--- src/rtl/dvi_timing_ctrl.sv ---
// ---------------------------------------------------------------------------
// dvi_timing_ctrl
//   Raster timing scheduler in front of the RGB-to-TMDS encoder. It runs the
//   horizontal/vertical counters and pulls pixels from the upstream pixel FIFO
//   with a valid/ready handshake. Before pixels are shown, the FIFO's
//   start-of-frame pixel is locked onto raster position (0,0). All encoder
//   inputs are registered, so they show the counter position of the previous
//   cycle.
//
// Ports
//   vga_clk_sig  in   pixel clock (rising edge)
//   reset        in   synchronous, active-high
//   enable       in   0 sends the block to IDLE
//   pix_data     in   [23:0] {R,G,B} head of stream
//   pix_valid    in   head pixel present
//   pix_sof      in   head pixel is the first pixel of a frame
//   pix_ready    out  head consumed this cycle (combinational)
//   clear_flags  in   clears the sticky flags (a same-cycle set wins)
//   dvi_de       out  data enable
//   dvi_red/grn/blu out [7:0] pixel colour
//   dvi_hsync/vsync out syncs, polarity set by HS_POL/VS_POL
//   dvi_ctl      out  [3:0] always 0 (DVI mode)
//   frame_start  out  pulse on the output cycle of pixel (0,0)
//   underflow    out  sticky: active pixel needed while pix_valid=0
//   misalign     out  sticky: start-of-frame position mismatch
// ---------------------------------------------------------------------------
module dvi_timing_ctrl #(
  parameter int H_ACTIVE = 1280,
  parameter int H_FP     = 110,
  parameter int H_SYNC   = 40,
  parameter int H_BP     = 220,
  parameter int V_ACTIVE = 720,
  parameter int V_FP     = 5,
  parameter int V_SYNC   = 5,
  parameter int V_BP     = 20,
  parameter bit HS_POL   = 1'b1,
  parameter bit VS_POL   = 1'b1
) (
  input  logic        vga_clk_sig,
  input  logic        reset,
  input  logic        enable,
  input  logic [23:0] pix_data,
  input  logic        pix_valid,
  input  logic        pix_sof,
  output logic        pix_ready,
  input  logic        clear_flags,
  output logic        dvi_de,
  output logic [7:0]  dvi_red,
  output logic [7:0]  dvi_grn,
  output logic [7:0]  dvi_blu,
  output logic        dvi_hsync,
  output logic        dvi_vsync,
  output logic [3:0]  dvi_ctl,
  output logic        frame_start,
  output logic        underflow,
  output logic        misalign
);

  localparam int H_TOTAL = H_ACTIVE + H_FP + H_SYNC + H_BP;
  localparam int V_TOTAL = V_ACTIVE + V_FP + V_SYNC + V_BP;
  // One spare value of headroom so every boundary constant (up to the total)
  // fits in the counter width without truncation.
  localparam int HW = $clog2(H_TOTAL + 1);
  localparam int VW = $clog2(V_TOTAL + 1);

  localparam logic [HW-1:0] H_LAST   = HW'(H_TOTAL - 1);
  localparam logic [HW-1:0] H_ACT_C  = HW'(H_ACTIVE);
  localparam logic [HW-1:0] HS_START = HW'(H_ACTIVE + H_FP);
  localparam logic [HW-1:0] HS_END   = HW'(H_ACTIVE + H_FP + H_SYNC);
  localparam logic [VW-1:0] V_LAST   = VW'(V_TOTAL - 1);
  localparam logic [VW-1:0] V_ACT_C  = VW'(V_ACTIVE);
  localparam logic [VW-1:0] VS_START = VW'(V_ACTIVE + V_FP);
  localparam logic [VW-1:0] VS_END   = VW'(V_ACTIVE + V_FP + V_SYNC);

  typedef enum logic [1:0] {
    ST_IDLE  = 2'd0,
    ST_ALIGN = 2'd1,
    ST_RUN   = 2'd2
  } state_t;

  state_t          state_reg, state_next;
  logic [HW-1:0]   h_cnt_reg, h_cnt_next;
  logic [VW-1:0]   v_cnt_reg, v_cnt_next;
  logic            de_reg, de_next;
  logic [23:0]     rgb_reg, rgb_next;
  logic            hsync_reg, hsync_next;
  logic            vsync_reg, vsync_next;
  logic            fs_reg, fs_next;
  logic            underflow_reg, underflow_next;
  logic            misalign_reg, misalign_next;

  // Raster position decode
  logic            h_wrap, at_origin, at_frame_end, in_active, hs_on, vs_on;
  logic [HW-1:0]   h_adv;
  logic [VW-1:0]   v_adv;
  logic            sof_err, uf_set, mis_set;

  assign h_wrap       = (h_cnt_reg == H_LAST);
  assign at_origin    = (h_cnt_reg == '0) && (v_cnt_reg == '0);
  assign at_frame_end = h_wrap && (v_cnt_reg == V_LAST);
  assign in_active    = (h_cnt_reg < H_ACT_C) && (v_cnt_reg < V_ACT_C);
  assign hs_on        = (h_cnt_reg >= HS_START) && (h_cnt_reg < HS_END);
  assign vs_on        = (v_cnt_reg >= VS_START) && (v_cnt_reg < VS_END);
  assign h_adv        = h_wrap ? '0 : h_cnt_reg + 1'b1;
  assign v_adv        = h_wrap ? ((v_cnt_reg == V_LAST) ? '0 : v_cnt_reg + 1'b1)
                               : v_cnt_reg;

  // A valid head whose sof flag disagrees with the raster position: a missing
  // sof at the origin, or a stray sof anywhere else in the active area.
  assign sof_err = pix_valid && (at_origin ? ~pix_sof : pix_sof);

  always_comb begin
    state_next = state_reg;
    h_cnt_next = h_cnt_reg;
    v_cnt_next = v_cnt_reg;
    de_next    = 1'b0;
    rgb_next   = '0;
    hsync_next = ~HS_POL;
    vsync_next = ~VS_POL;
    fs_next    = 1'b0;
    pix_ready  = 1'b0;
    uf_set     = 1'b0;
    mis_set    = 1'b0;

    if (reset || !enable) begin
      // Nothing is consumed here: the pixel could not be shown anyway.
      state_next = ST_IDLE;
      h_cnt_next = '0;
      v_cnt_next = '0;
    end else begin
      case (state_reg)
        ST_IDLE: begin
          state_next = ST_ALIGN;
        end
        ST_ALIGN: begin
          h_cnt_next = h_adv;
          v_cnt_next = v_adv;
          hsync_next = hs_on ? HS_POL : ~HS_POL;
          vsync_next = vs_on ? VS_POL : ~VS_POL;
          // Discard anything ahead of the next sof; the sof itself is held
          // until the raster reaches the origin.
          pix_ready  = pix_valid & ~pix_sof;
          if (at_frame_end && pix_valid && pix_sof) begin
            state_next = ST_RUN;
          end
        end
        ST_RUN: begin
          h_cnt_next = h_adv;
          v_cnt_next = v_adv;
          hsync_next = hs_on ? HS_POL : ~HS_POL;
          vsync_next = vs_on ? VS_POL : ~VS_POL;
          if (in_active) begin
            de_next = 1'b1;
            fs_next = at_origin;
            if (sof_err) begin
              mis_set    = 1'b1;
              state_next = ST_ALIGN;
            end else begin
              pix_ready = 1'b1;
              if (pix_valid) begin
                rgb_next = pix_data;
              end else begin
                uf_set = 1'b1;
              end
            end
          end
        end
        default: begin
          state_next = ST_IDLE;
        end
      endcase
    end

    underflow_next = uf_set  | (underflow_reg & ~clear_flags);
    misalign_next  = mis_set | (misalign_reg  & ~clear_flags);
  end

  always_ff @(posedge vga_clk_sig) begin
    if (reset) begin
      state_reg     <= ST_IDLE;
      h_cnt_reg     <= '0;
      v_cnt_reg     <= '0;
      de_reg        <= 1'b0;
      rgb_reg       <= '0;
      hsync_reg     <= ~HS_POL;
      vsync_reg     <= ~VS_POL;
      fs_reg        <= 1'b0;
      underflow_reg <= 1'b0;
      misalign_reg  <= 1'b0;
    end else begin
      state_reg     <= state_next;
      h_cnt_reg     <= h_cnt_next;
      v_cnt_reg     <= v_cnt_next;
      de_reg        <= de_next;
      rgb_reg       <= rgb_next;
      hsync_reg     <= hsync_next;
      vsync_reg     <= vsync_next;
      fs_reg        <= fs_next;
      underflow_reg <= underflow_next;
      misalign_reg  <= misalign_next;
    end
  end

  // Split the packed colour register into its three 8-bit channels (B,G,R).
  logic [7:0] rgb_chan [3];
  for (genvar gi = 0; gi < 3; gi++) begin : g_chan
    assign rgb_chan[gi] = rgb_reg[gi*8 +: 8];
  end

  assign dvi_blu     = rgb_chan[0];
  assign dvi_grn     = rgb_chan[1];
  assign dvi_red     = rgb_chan[2];
  assign dvi_de      = de_reg;
  assign dvi_hsync   = hsync_reg;
  assign dvi_vsync   = vsync_reg;
  assign dvi_ctl     = 4'b0000;
  assign frame_start = fs_reg;
  assign underflow   = underflow_reg;
  assign misalign    = misalign_reg;

endmodule

--- config.mk ---
export PLATFORM = sky130hd
export DESIGN_NAME = dvi_timing_ctrl
export DESIGN_NICKNAME = d
export VERILOG_FILES = /design/src/rtl/dvi_timing_ctrl.sv
export SDC_FILE = /design/constraint.sdc
export NUM_CORES = 1
export LEC_CHECK = 0
export ABC_AREA = 1
export CAP_MARGIN = 20
export CORE_ASPECT_RATIO = 0.7
export CORE_UTILIZATION = 49
export DETAILED_ROUTE_END_ITERATION = 10
export HOLD_SLACK_MARGIN = 0.05
export PLACE_DENSITY = 0.81
export SYNTH_ARGS = -nofsm -noshare
export SYNTH_HDL_FRONTEND = slang
export SYNTH_SLANG_ARGS = --single-unit
--- constraint.sdc ---
create_clock -name vga_clk_sig -period 2.1 [get_ports vga_clk_sig]
set_input_delay 0.525 -clock vga_clk_sig [delete_from_list [all_inputs] [get_ports vga_clk_sig]]
set_output_delay 0.525 -clock vga_clk_sig [all_outputs]
set_load 0.02 [all_outputs]
==> impl_table.tex <==
\begin{tabular}{lr}
\hline
Metric & Value \\
\hline
\multicolumn{2}{l}{\textbf{Timing}} \\
\quad Max Slew Vio Count & 0 \\
\quad Setup TNS & -0.337 ns \\
\quad Share of the cycle needed by the critical path after routing & 1.08 \\
\quad Final hold vios & 0 \\
\quad Smallest hold slack & 0.467 ns \\
\quad Worst setup slack after layout & -0.158 ns \\
\quad Unrepaired setup endpoints after global routing & yes \\
\quad Fmax & 0.443 GHz \\
\quad Crit path time final & 2.26 ns \\
\quad \# setup viols final & 15 \\
\quad Final worst clock skew & 0.00879 ns \\
\multicolumn{2}{l}{\textbf{Synth}} \\
\quad Synth warnings & 0 \\
\quad Distinct cell type count after synthesis & 36 \\
\quad Yosys top cell by area & sky130\_fd\_sc\_hd\_\_dfxtp\_1 \\
\quad Number of synthesized register bits & 53 \\
\quad Cell types with the largest area share after synthesis & sky130\_fd\_sc\_hd\_\_dfxtp\_1 (42\%), sky130\_fd\_sc\_hd\_\_inv\_1 (8.2\%), sky130\_fd\_sc\_hd\_\_nand2\_1 (6.7\%) \\
\quad Area fraction of the dominant cell type after synthesis & 0.422 \\
\quad Mapped Avg Cell Area & 7.67 µm² \\
\quad Post-Synthesis Cell Area & 2520 µm² \\
\quad Register area share after synthesis & 0.422 \\
\quad Cells after synthesis & 328 \\
\multicolumn{2}{l}{\textbf{Global route}} \\
\quad GRT Util Overall & 0.262 \\
\quad Overall overflow remaining after global route & 0 \\
\quad Initial antenna violation count & 0 \\
\quad Largest net degree at the start of global routing & 25 \\
\quad Global-route wire length before repair & 10.6 mm \\
\quad Vias in the first global route & 2286 \\
\multicolumn{2}{l}{\textbf{Flow run}} \\
\quad Max cap viols & 0 \\
\multicolumn{2}{l}{\textbf{Critical path}} \\
\quad Max FO, Critical Path & 2 \\
\quad CP Cell Sequence & inv\_2 -> ha\_4 -> nand3\_4 -> nor2\_4 -> nand4\_1 -> nand3\_2 -> nand2\_2 -> a21boi\_2 -> buf\_4 \\
\quad Crit end category & output pin \\
\quad Slowest cell on the critical path & sky130\_fd\_sc\_hd\_\_dfxtp\_2 \\
\quad Crit start category & flip-flop \\
\quad Critical setup path kind & flip-flop to output pin \\
\quad Slowest stage delay, CP & 0.35 ns \\
\quad Cell type group with the largest total delay on the critical path & simple AND/OR/NAND/NOR gates \\
\quad WP data required & 1.57 ns \\
\quad Worst path arrival time & 1.73 ns \\
\quad Number of buffer and inverter stages on the critical path & 2 \\
\multicolumn{2}{l}{\textbf{Cells and area}} \\
\quad Number of filler cells placed in the layout & 307 \\
\quad Area taken by multi-input logic gates & 1290 µm² \\
\quad Fraction of layout cells with a size suffix above 1 & 0.320 \\
\quad Growth of design area from synthesis to finish & 54.5\% \\
\quad Footprint of the flip-flops and latches & 1070 µm² \\
\quad Antenna diode instance count & 0 \\
\quad Post-route non-filler standard cell count & 522 \\
\quad Largest register FFs & 24 \\
\quad Number of nets at the end of the flow & 493 \\
\multicolumn{2}{l}{\textbf{Die}} \\
\quad Chip Height & 62.0 µm \\
\quad Core area & 4860 µm² \\
\quad IO Count & 65 \\
\quad Initial Util & 0.518 \\
\quad Die width & 87.7 µm \\
\quad Num rows & 21 \\
\quad Die area & 5430 µm² \\
\multicolumn{2}{l}{\textbf{Detailed routing}} \\
\quad Number of search-and-repair iterations in the first detailed-routing pass & 6 \\
\quad \# DRC & 0 \\
\quad Post-route antenna net violation count & 0 \\
\quad Via density per instance & 5.13 \\
\quad Detailed-route via count & 2678 \\
\quad WL/cell & 15.2 µm \\
\quad Wire length after detailed routing & 7.95 mm \\
\quad DRC marker count from the first detailed-route iteration & 193 \\
\multicolumn{2}{l}{\textbf{Clock network}} \\
\quad Reg clk slew, reported paths & 0.11 ns \\
\quad Hold-fix buffers, CTS & 0 \\
\quad CTS root buffer & sky130\_fd\_sc\_hd\_\_clkbuf\_8 \\
\quad Buffer levels on the longest clock path & 2 \\
\quad Skew-Pair Late Insertion Delay & 0.32 ns \\
\quad CTS tree & yes \\
\quad H-tree lvl count & 2 \\
\quad Clock buffers created by TritonCTS & 5 \\
\quad Clock sink total & 53 \\
\multicolumn{2}{l}{\textbf{Run status}} \\
\quad Outcome & finished with violations \\
\quad Failing checks & setup timing \\
\multicolumn{2}{l}{\textbf{Pwr}} \\
\quad Peak supply drop & 0.000372 V \\
\quad Total power per unit cell area & 476 nW/µm² \\
\quad Leakage & 1.74 nW \\
\multicolumn{2}{l}{\textbf{Placed design}} \\
\quad Placed instance count & 503 \\
\quad Global placer's final weighted congestion & 0.859 \\
\quad HPWL Detailed & 5.12 mm \\
\quad Port bufs & 60 \\
\multicolumn{2}{l}{\textbf{Worst hold path}} \\
\quad Type of the worst min-delay path & flip-flop to flip-flop \\
\hline
\end{tabular}
[synth_stat cells]
cell type,instances
sky130_fd_sc_hd__nor2_8,1
sky130_fd_sc_hd__or2_4,1
sky130_fd_sc_hd__ha_1,11
sky130_fd_sc_hd__o21ai_0,8
sky130_fd_sc_hd__o21bai_1,1
sky130_fd_sc_hd__nor3_2,2
sky130_fd_sc_hd__xor2_1,2
sky130_fd_sc_hd__a31oi_1,1
sky130_fd_sc_hd__nand3_2,1
sky130_fd_sc_hd__nand3b_1,1
sky130_fd_sc_hd__a21boi_0,1
sky130_fd_sc_hd__nor3b_1,2
sky130_fd_sc_hd__inv_1,55
sky130_fd_sc_hd__xnor2_1,2
sky130_fd_sc_hd__nor3_1,11
sky130_fd_sc_hd__conb_1,1
sky130_fd_sc_hd__nand2_2,3
sky130_fd_sc_hd__buf_2,1
sky130_fd_sc_hd__o21ai_1,1
sky130_fd_sc_hd__a21oi_1,12
sky130_fd_sc_hd__a2111oi_0,3
sky130_fd_sc_hd__nor2_2,25
sky130_fd_sc_hd__nand4_1,11
sky130_fd_sc_hd__nor4_1,2
sky130_fd_sc_hd__nand2_1,45
sky130_fd_sc_hd__nand3_4,1
sky130_fd_sc_hd__o221ai_2,1
sky130_fd_sc_hd__o22ai_1,2
sky130_fd_sc_hd__buf_4,5
sky130_fd_sc_hd__dfxtp_1,53
sky130_fd_sc_hd__buf_6,2
sky130_fd_sc_hd__and3_1,1
sky130_fd_sc_hd__nand3_1,13
sky130_fd_sc_hd__o21a_1,1
sky130_fd_sc_hd__nor2_1,40
sky130_fd_sc_hd__inv_2,5
[worst paths after layout]
path                                   start           to  slack (ns)  cells after the start
worst max-delay path            h_cnt_reg[0]    pix_ready       -0.16                      9
worst min-delay path               underflow    underflow        0.47                      2
worst max register to register  h_cnt_reg[0]  rgb_reg[14]       -0.02                     15
worst min register to register     underflow    underflow        0.47                      2
[stage by stage]
step                power (mW)   util  cell area (µm²)  setup slack (ns)
finish                    1.85  0.799             3890            -0.158
global route              1.91  0.799             3890            -0.192
CTS                       1.83  0.772             3750           -0.0497
detailed placement        1.21  0.729             3540            -0.563
global placement          1.21  0.729             3540            -0.585
floorplan                 1.12      -             2530             0.142
[tightest hold or removal path: stages, from the launching register on]
cell	delay, ns
sky130_fd_sc_hd__dfxtp_1	0.32
sky130_fd_sc_hd__nand2_1	0.06
sky130_fd_sc_hd__a21oi_1	0.05
[placed cells by master (no fill, tap or decap), drive strengths merged, types with 12 or more instances in the layout]
master / instances
inv: 61
nor3: 13
nand2: 48
nand3: 15
buf: 61
clkdlybuf4s50: 58
a21oi: 12
dfxtp: 53
nor2: 66
[cell type report]
class	count	area share
inverter	60	0.0580
tap	69	0.0222
clock inverter	3	0.00676
clock buffer	5	0.0177
multi-input combinational	210	0.333
timing repair buffer	122	0.288
sequential	53	0.275
[power breakdown]
| part | internal [mW] | switching (mW) | total (mW) |
|---|---|---|---|
| clock network | 0.243 | 0.378 | 0.621 |
| logic | 0.111 | 0.107 | 0.217 |
| registers | 1.01 | 0.00297 | 1.01 |
| total | 1.36 | 0.488 | 1.85 |
[layer usage]
metal | track usage | vias to the layer above | routed length [µm]
met5 | 0 | - | 0
met4 | 0.103 | 0 | 155
met3 | 0.0489 | 17 | 526
met2 | 0.443 | 119 | 3930
met1 | 0.341 | 1261 | 3340
li1 | - | 1281 | -
[what timing repair did]
action	in CTS	in global routing
hold endpoints to repair	0	0
setup endpoints to repair	1	34
pin swaps	9	5
setup buffers	8	0
gates cloned	0	3
resized for setup	31	19
[kinds of logic (layout without fill, tap and decap cells)]
group           Yosys count  after routing  synth area share
other cells               1              4           0.00149
flops                    53             53             0.422
fa+ha+maj                11             11            0.0547
simple gates            160            160             0.318
buf+inv                  68            190             0.115
xor+xnor                  4              4            0.0139
compound gates           31             31            0.0746
(Power assumes the default switching activity.)
